[config.mk]
export PLATFORM = sky130hd
export DESIGN_NAME = loop_state_sequencer
export DESIGN_NICKNAME = d
export VERILOG_FILES = /design/src/rtl/loop_ctl_pkg.sv /design/src/rtl/loop_seq_timer.sv /design/src/rtl/loop_state_sequencer.sv
export SDC_FILE = /design/constraint.sdc
export NUM_CORES = 1
export LEC_CHECK = 0
export ABC_AREA = 1
export BUFFER_PORTS_ARGS = -buffer_cell sky130_fd_sc_hd__buf_4
export CAP_MARGIN = 20
export CORE_MARGIN = 2
export CORE_UTILIZATION = 48
export CTS_CLUSTER_DIAMETER = 40
export DETAILED_ROUTE_END_ITERATION = 16
export PLACE_DENSITY = 0.81
export SLEW_MARGIN = 20
export SYNTH_ARGS = -nofsm -noshare
export SYNTH_HDL_FRONTEND = slang
export SYNTH_SLANG_ARGS = --single-unit
[constraint.sdc]
create_clock -name clk -period 1.7 [get_ports clk]
set_clock_uncertainty 0.15 [all_clocks]
set_input_delay 0.085 -clock clk [delete_from_list [all_inputs] [get_ports clk]]
set_output_delay 0.085 -clock clk [all_outputs]
set_load 0.05 [all_outputs]
[src/rtl/loop_ctl_pkg.sv]
// Shared types and constants for the loop-control state-register sequencer.
// The FB_CHECK_EN build option is consumed by loop_state_sequencer.
package loop_ctl_pkg;

    localparam int unsigned CODE_W = 3;
    localparam int unsigned NSTATE = 8;

    typedef enum logic [2:0] {
        IDLE   = 3'd0,
        PULSE  = 3'd1,
        SETTLE = 3'd2,
        CHECK  = 3'd3,
        DWELL  = 3'd4,
        ERR    = 3'd5
    } seq_state_e;

    function automatic logic [NSTATE-1:0] onehot8(input logic [CODE_W-1:0] code);
        logic [NSTATE-1:0] v;
        v       = '0;
        v[code] = 1'b1;
        return v;
    endfunction

    function automatic int unsigned max3(input int unsigned a, input int unsigned b,
                                         input int unsigned c);
        int unsigned m;
        m = a;
        if (b > m) m = b;
        if (c > m) m = c;
        return m;
    endfunction

endpackage

[src/rtl/loop_seq_timer.sv]
// Loadable down-counter shared by the PULSE, SETTLE and DWELL phases.
// Holds at zero until reloaded; o_zero flags the final cycle of a phase.
module loop_seq_timer #(
    parameter int unsigned W = 8
) (
    input  logic         clk,
    input  logic         por,
    input  logic         i_load,
    input  logic [W-1:0] i_load_val,
    output logic         o_zero
);

    logic [W-1:0] r_cnt;

    always_ff @(posedge clk) begin
        if (por) begin
            r_cnt <= '0;
        end else if (i_load) begin
            r_cnt <= i_load_val;
        end else if (r_cnt != '0) begin
            r_cnt <= r_cnt - 1'b1;
        end
    end

    assign o_zero = (r_cnt == '0);

endmodule

[src/rtl/loop_state_sequencer.sv]
// Set/reset pulse sequencer stepping the SR-latch state register through codes 0..7.
// Define FB_CHECK_EN to compare the decoder one-hot feedback after each step.
module loop_state_sequencer
    import loop_ctl_pkg::*;
#(
    parameter int unsigned PULSE_W  = 2,
    parameter int unsigned SETTLE_W = 3,
    parameter int unsigned DWELL_W  = 8
) (
    input  logic                clk,
    input  logic                por,
    input  logic                start,
    input  logic                stop,
    input  logic                loop_en,
    input  logic [DWELL_W-1:0]  dwell_len,
    input  logic [NSTATE-1:0]   state_fb,
    output logic [CODE_W-1:0]   s,
    output logic [CODE_W-1:0]   r,
    output logic                latch_rb,
    output logic [CODE_W-1:0]   code,
    output logic                busy,
    output logic                done,
    output logic                err
);

    localparam int unsigned TW = max3(DWELL_W, $clog2(PULSE_W), $clog2(SETTLE_W));
    localparam logic [CODE_W-1:0] LAST_CODE = CODE_W'(NSTATE - 1);

    seq_state_e        r_state;
    seq_state_e        w_state_nxt;
    logic [CODE_W-1:0] r_code;
    logic [CODE_W-1:0] r_s;
    logic [CODE_W-1:0] r_r;
    logic              r_latch_rb;
    logic              r_done;
    logic              r_stop_seen;

    logic [CODE_W-1:0] w_code_inc;
    logic              w_step;
    logic              w_done;
    logic              w_pulse_end;
    logic              w_stop_any;
    logic              w_fb_bad;
    logic              w_tmr_load;
    logic [TW-1:0]     w_tmr_val;
    logic              w_tmr_zero;

    loop_seq_timer #(
        .W (TW)
    ) u_timer (
        .clk        (clk),
        .por        (por),
        .i_load     (w_tmr_load),
        .i_load_val (w_tmr_val),
        .o_zero     (w_tmr_zero)
    );

`ifdef FB_CHECK_EN
    assign w_fb_bad = (state_fb != onehot8(r_code));
    assign err      = (r_state == ERR);
`else
    logic w_unused_fb;
    assign w_unused_fb = ^state_fb;
    assign w_fb_bad    = 1'b0;
    assign err         = 1'b0;
`endif

    assign w_code_inc  = r_code + CODE_W'(1);
    assign w_pulse_end = (r_state == PULSE) && w_tmr_zero;
    // A stop arriving on the very cycle DWELL expires still ends the run.
    assign w_stop_any  = r_stop_seen | stop;

    always_comb begin
        w_state_nxt = r_state;
        w_step      = 1'b0;
        w_done      = 1'b0;
        w_tmr_load  = 1'b0;
        w_tmr_val   = '0;
        case (r_state)
            IDLE: begin
                if (start) w_step = 1'b1;
            end
            PULSE: begin
                if (w_tmr_zero) begin
                    w_state_nxt = SETTLE;
                    w_tmr_load  = 1'b1;
                    w_tmr_val   = TW'(SETTLE_W - 1);
                end
            end
            SETTLE: begin
                if (w_tmr_zero) w_state_nxt = CHECK;
            end
            CHECK: begin
                if (w_fb_bad) begin
                    w_state_nxt = ERR;
                end else begin
                    w_state_nxt = DWELL;
                    w_tmr_load  = 1'b1;
                    w_tmr_val   = (dwell_len == '0) ? '0 : TW'(dwell_len) - TW'(1);
                end
            end
            DWELL: begin
                if (w_tmr_zero) begin
                    if (w_stop_any) begin
                        w_state_nxt = IDLE;
                    end else if ((r_code == LAST_CODE) && !loop_en) begin
                        w_state_nxt = IDLE;
                        w_done      = 1'b1;
                    end else begin
                        w_step = 1'b1;
                    end
                end
            end
            ERR: begin
                w_state_nxt = ERR;
            end
            default: begin
                w_state_nxt = IDLE;
            end
        endcase
        if (w_step) begin
            w_state_nxt = PULSE;
            w_tmr_load  = 1'b1;
            w_tmr_val   = TW'(PULSE_W - 1);
        end
    end

    always_ff @(posedge clk) begin
        if (por) begin
            r_state     <= IDLE;
            r_code      <= '0;
            r_s         <= '0;
            r_r         <= '0;
            r_latch_rb  <= 1'b0;
            r_done      <= 1'b0;
            r_stop_seen <= 1'b0;
        end else begin
            r_state    <= w_state_nxt;
            r_latch_rb <= 1'b1;
            r_done     <= w_done;
            if (w_state_nxt == IDLE) begin
                r_stop_seen <= 1'b0;
            end else if (stop && (r_state != ERR)) begin
                r_stop_seen <= 1'b1;
            end
            if (w_step) begin
                r_s <= w_code_inc & ~r_code;
                r_r <= r_code & ~w_code_inc;
            end else if (w_pulse_end) begin
                r_s    <= '0;
                r_r    <= '0;
                r_code <= w_code_inc;
            end
        end
    end

    assign s        = r_s;
    assign r        = r_r;
    assign latch_rb = r_latch_rb;
    assign code     = r_code;
    assign busy     = (r_state != IDLE) && (r_state != ERR);
    assign done     = r_done;

endmodule

Word-level counts from Yosys, hierarchy flattened
Cells that the tools add are included.

Flip-flop bits (word level): 23. Input port bits: 21. Output and inout bits: 13. Logic and storage cells: 68.

Add/subtract/negate cells: 3. Equal/unequal tests: 7. Mux-type cells: 26. Bitwise operators: 8. Reductions and logical operators: 16.

Operators by type and width (count): 8-bit 2-to-1 mux (4); 3-bit 2-to-1 mux (9); 3-bit one-hot mux with 6 select lines (1); 8-bit zero test (2); 8-bit one-hot mux with 2 select lines (1); 8-bit by 1-bit subtractor with 8-bit output, second input constant (2); 3-bit equality test, second input constant (3); 1-bit 2-to-1 mux (8); 8-bit nonzero test (1); 3-bit bitwise AND (2); 3-bit by 2-bit equality test with 1-bit output, second input constant (2); 3-bit zero test (2); 3-bit NOT (2); 1-bit logical AND (4); 1-bit one-hot mux with 2 select lines (2); 2-bit nonzero test (2); 4-bit OR reduction (1); 3-bit by 1-bit adder with 3-bit output, second input constant (1); 3-bit by 1-bit equality test with 1-bit output, second input constant (1); 3-bit != test, second input constant (1); 1-bit NOT (3); 3-bit nonzero test (1); 2-bit 2-to-1 mux (1); 2-bit AND reduction (1); other kinds (3) (3).

Logic depth before layout (Yosys ltp)
Depth after elaboration: 9. Depth in mapped cells: 13. Mapped depth without buffers: 12.

Modules after synthesis
From an unflattened synthesis, not the netlist that was laid out.

Cells, all modules: 200. Area total of the unflattened synthesis: 1473.9 µm².

By module, submodules not included: loop_state_sequencer (instances 1, cells an instance 130, area each 1001.0 µm², seq. area each 300.3 µm²); loop_seq_timer (instances 1, cells an instance 70, area each 473.0 µm², seq. area each 160.2 µm²).

Worst setup path after synthesis
OpenSTA, ideal clock, no wires.

Path type: reg-to-reg. Start point: register r_code[0] (netlist: code[0]). End point: register u_timer.r_cnt[4]. Setup time: 128 ps. Arrival: 1921 ps. Required time: 1422 ps. Setup slack: -499 ps. Cell stages (with the launch flop): 12. Path buffers: 0. Period minus slack after synthesis: 2199 ps. Cell sequence: dfxtp_1 ha_1 ha_1 inv_1 nor2_1 nor2_1 nand3_2 nand2_2 nor2_2 o21ai_0 nand2_1 nor2_1.

Cells in the longest elaborated chain, start to end: 8. Elaborated cells between the ends (all ways): 10. Classes of those cells: eq/ne (1); mux (7); reduce/logical (2).

Ends and longest elaborated chain: from (decl) (RTL line loop_state_sequencer.sv:31) `logic [CODE_W-1:0] r_code;`; from (signal assigned) (RTL line loop_state_sequencer.sv:152) `r_code <= w_code_inc;`; 3-bit equality test (*) (RTL line loop_state_sequencer.sv:106) `end else if ((r_code == LAST_CODE) && !loop_en) begin`; 1-bit logical AND (*) (RTL line loop_state_sequencer.sv:106); 1-bit 2-to-1 mux (*) (RTL line loop_state_sequencer.sv:106); 1-bit 2-to-1 mux (*) (RTL line loop_state_sequencer.sv:104) `if (w_stop_any) begin`; 1-bit 2-to-1 mux (*) (RTL line loop_state_sequencer.sv:103) `if (w_tmr_zero) begin`; 1-bit one-hot mux with 2 select lines (*) (RTL line loop_state_sequencer.sv:79) `case (r_state)`; 8-bit 2-to-1 mux / 1-bit 2-to-1 mux (equally long branches) (RTL line loop_state_sequencer.sv:121) `if (w_step) begin`; 8-bit 2-to-1 mux / 2-bit nonzero test (equally long branches); to (signal assigned) (RTL line loop_seq_timer.sv:19) `r_cnt <= i_load_val;`; to (signal assigned) (RTL line loop_seq_timer.sv:21) `r_cnt <= r_cnt - 1'b1;`; to (decl) (RTL line loop_seq_timer.sv:13) `logic [W-1:0] r_cnt;`.

Mark *: on every way between the ends. The rest lies on a longest branch, timed or not. A chain may end at the register's enable or synchronous reset.

Final worst setup path
Start point: register r_code[1] (netlist: code[1]). End point: register r_s[1] (netlist: s[1]).

Cells in the longest elaborated chain, start to end: 7. Elaborated cells between the ends (all ways): 11. Classes of those cells: add/sub (1); eq/ne (1); mux (5); bitwise (2); reduce/logical (2).

Ends and longest elaborated chain: 3-bit equality test (RTL line loop_state_sequencer.sv:106); 1-bit logical AND (RTL line loop_state_sequencer.sv:106); 1-bit 2-to-1 mux (RTL line loop_state_sequencer.sv:106); 1-bit 2-to-1 mux (RTL line loop_state_sequencer.sv:104); 1-bit 2-to-1 mux (RTL line loop_state_sequencer.sv:103); 1-bit one-hot mux with 2 select lines (RTL line loop_state_sequencer.sv:79); 3-bit 2-to-1 mux / 2-bit nonzero test (equally long branches); to (signal assigned) (RTL line loop_state_sequencer.sv:147) `r_s <= w_code_inc & ~r_code;`; to (decl) (RTL line loop_state_sequencer.sv:32) `logic [CODE_W-1:0] r_s;`.

Parallel ways exist; a longest one is shown, timed or not.

==> flow_summary.json <==
{
  "status": "finished with violations",
  "violations": "negative hold slack, negative setup slack",
  "grt_overflow": 0,
  "path_max_fanout": 8,
  "arrival_ps": 1860,
  "fin_crit_ps": 1750,
  "antenna_found_initial": 0,
  "p_sw_mw": 1.41,
  "firstDrtPassIters": 4,
  "drc": 0,
  "via_per_inst": 5.04,
  "period_share_pct": 103,
  "synthCells": 219,
  "clk_path_buf_depth": 2,
  "power_frac_comb_pct": 63.4,
  "post-route-cell-area_um2": 1950,
  "ys_seq_elements": 23,
  "crit_type": "flip-flop to flip-flop",
  "cts_root_buffer": "clkbuf_4",
  "critical_path.endpoint_type": "flip-flop",
  "synth_nets": 249,
  "crit_path_start_kind": "flip-flop",
  "h-tree-depth": 1,
  "drt-wirelength-per-cell_um": 11.7,
  "mostFrequentLayoutCells": "nand2_1 (52), buf_4 (38), nor2_1 (29)",
  "grt_pass1_wl_um": 5580,
  "synthArstFlopShare_pct": 0,
  "drt_iter0_drc": 67,
  "io-pin-count": 34,
  "place_area_um2": 1810,
  "grt_max_degree": 16,
  "hpwlAfterDp_um": 2490,
  "core_area_um2": 2980,
  "min_path_type": "input pin to flip-flop",
  "yosys_warnings": 0,
  "slew_viol_final": 0,
  "antenna_cells": 0,
  "synth-main-ff-cell": "dfxtp_1",
  "die_h_um": 59.4,
  "p_int_mw": 1.52,
  "synth-edff-count": 0,
  "die_w_um": 59.4,
  "cts_buffers": 3,
  "grt_usage_pct": 20.5,
  "via_count": 1487,
  "r2r_slack_ps": -50,
  "clk_latency_ps": 320,
  "p_clk_share_pct": 8.8,
  "final_nets": 293,
  "sequentialPowerShare_pct": 27.8,
  "drt.antenna.violating_nets": 0,
  "max_freq_mhz": 572,
  "setup_slack_ps": -47.4,
  "dp_slack_ps": -101,
  "cts_tree": "done",
  "gp_congestion": 0.837,
  "worst_ep_required_time_ps": 1810,
  "syn_area_per_cell_um2": 6.72,
  "final_hold_viol_count": 1,
  "drive_gt1_share_pct": 30.2,
  "setup_viol_count_final": 7,
  "power_leakage_nw": 0.911,
  "area_delta_synth_final_pct": 32.2,
  "pwr_density_cell_nw_per_um2": 1510,
  "rsz0062_at_grt": "yes",
  "initial_core_util_pct": 49.5,
  "whs_ps": -9.50,
  "cts_sinks": 23,
  "peakVddDrop_uv": 812,
  "portBuffers": 24,
  "dieArea_um2": 3530,
  "grt_pass1_vias": 1371,
  "cap_violations": 0,
  "layout_commonest_cell": "nand2_1",
  "path_clk_slew_ps": 130,
  "switching_share_pct": 48.2,
  "synth_cell_types": 30,
  "synthesis.area_um2": 1470,
  "ys_seq_area_share_pct": 31.3,
  "rows": 20,
  "routed_wl_um": 3460
}
==> layer usage <==
layer  vias to the layer above  global-route usage, %  routed length [µm]
met2                        31                   37.4                1780
li1                        774                      -                   -
met1                       680                   24.4                1510
met5                         -                      0                   0
met3                         2                   4.80                 157
met4                         0                   3.57                  13
==> synthesized netlist by cell type, types with 2 or more instances <==
cell type / number / area share, %
nand2_1: 55 / 14
nor2_1: 33 / 8.4
dfxtp_1: 23 / 31
inv_1: 22 / 5.6
a21oi_1: 15 / 5.1
o21ai_0: 10 / 3.4
ha_1: 9 / 7.6
nand3_1: 9 / 3.1
xor2_1: 8 / 4.8
nor2_2: 4 / 1.7
nand2_2: 3 / 1.3
nor2_4: 3 / 2.3
nor3_1: 3 / 1.0
o21ai_1: 3 / 1.0
nand2_4: 2 / 1.5
nand3_2: 2 / 1.4
nand4_1: 2 / 0.85
==> worst max-delay path: stages, from the launching register on <==
cell and delay (ps):
dfxtp_4 380, ha_4 140, ha_4 120, inv_2 40
nor2_4 110, nor2_4 50, nand3_2 80, nand2_4 100
buf_12 160, nor2_4 160, nand2_1 90, a21oi_2 110
==> final timing paths <==
| check | from | endpoint | cells after the start |
|---|---|---|---|
| worst max-delay path | code[1] | s[1] | 11 |
| worst min-delay path | dwell_len[2] | u_timer.r_cnt[2] | 6 |
| worst max register to register | code[1] | s[1] | 11 |
| worst min register to register | r[1] | r[1] | 2 |
==> layout make-up <==
| type | count | area, µm² |
|---|---|---|
| multi-input cells | 168 | 977 |
| well taps | 33 | 41.3 |
| clock buffers | 4 | 26.3 |
| inverters | 25 | 96.3 |
| fillers | 266 | 1030 |
| flip-flops and latches | 23 | 470 |
| repair buffers | 42 | 335 |
==> cells by family after synthesis <==
family / synth area share [%]
other: 0.255
DFF: 31.3
AOI/OAI and AO/OA: 10.5
adders and majority gates: 7.65
buffers and inverters: 8.41
and+or+nand+nor: 37.1
xor gates and xnor gates: 4.76
==> power by group through the flow <==
stage	clock [mW]	combinational [mW]	sequential, mW
2_1_floorplan	0	1.16	0.905
3_3_place_gp	0	1.68	0.815
3_5_place_dp	0	1.70	0.827
4_1_cts	0.267	1.75	0.813
5_1_grt	0.289	2.07	0.829
6_report	0.258	1.86	0.814
==> sequential cells by signal, indices dropped and copies added (netlist names) <==
register,cells
r,3
latch_rb,1
s,3
r_state,3
r_stop_seen,1
done,1
code,3
u_timer.r_cnt,8
==> through the flow <==
| stage | total power, mW | std cells | utilization [%] | TNS [ps] |
|---|---|---|---|---|
| 2_1_floorplan | 2.07 | 219 | - | -550 |
| 3_3_place_gp | 2.49 | 283 | 60.7 | -290 |
| 3_5_place_dp | 2.53 | 283 | 60.7 | -646 |
| 4_1_cts | 2.83 | 290 | 63.2 | -48.5 |
| 5_1_grt | 3.18 | 295 | 65.4 | -1300 |
| 6_report | 2.93 | 295 | 65.4 | -142 |
==> timing repair <==
item / in CTS / in global routing
gates resized for setup: 5 / 11
endpoints found under the hold margin: 14 / 13
pin swaps: 4 / 3
setup buffers: 1 / 3
setup endpoints to repair: 14 / 19
gates cloned: 0 / 1
hold buffers: 2 / 1
Power figures use the tool's default switching activity.
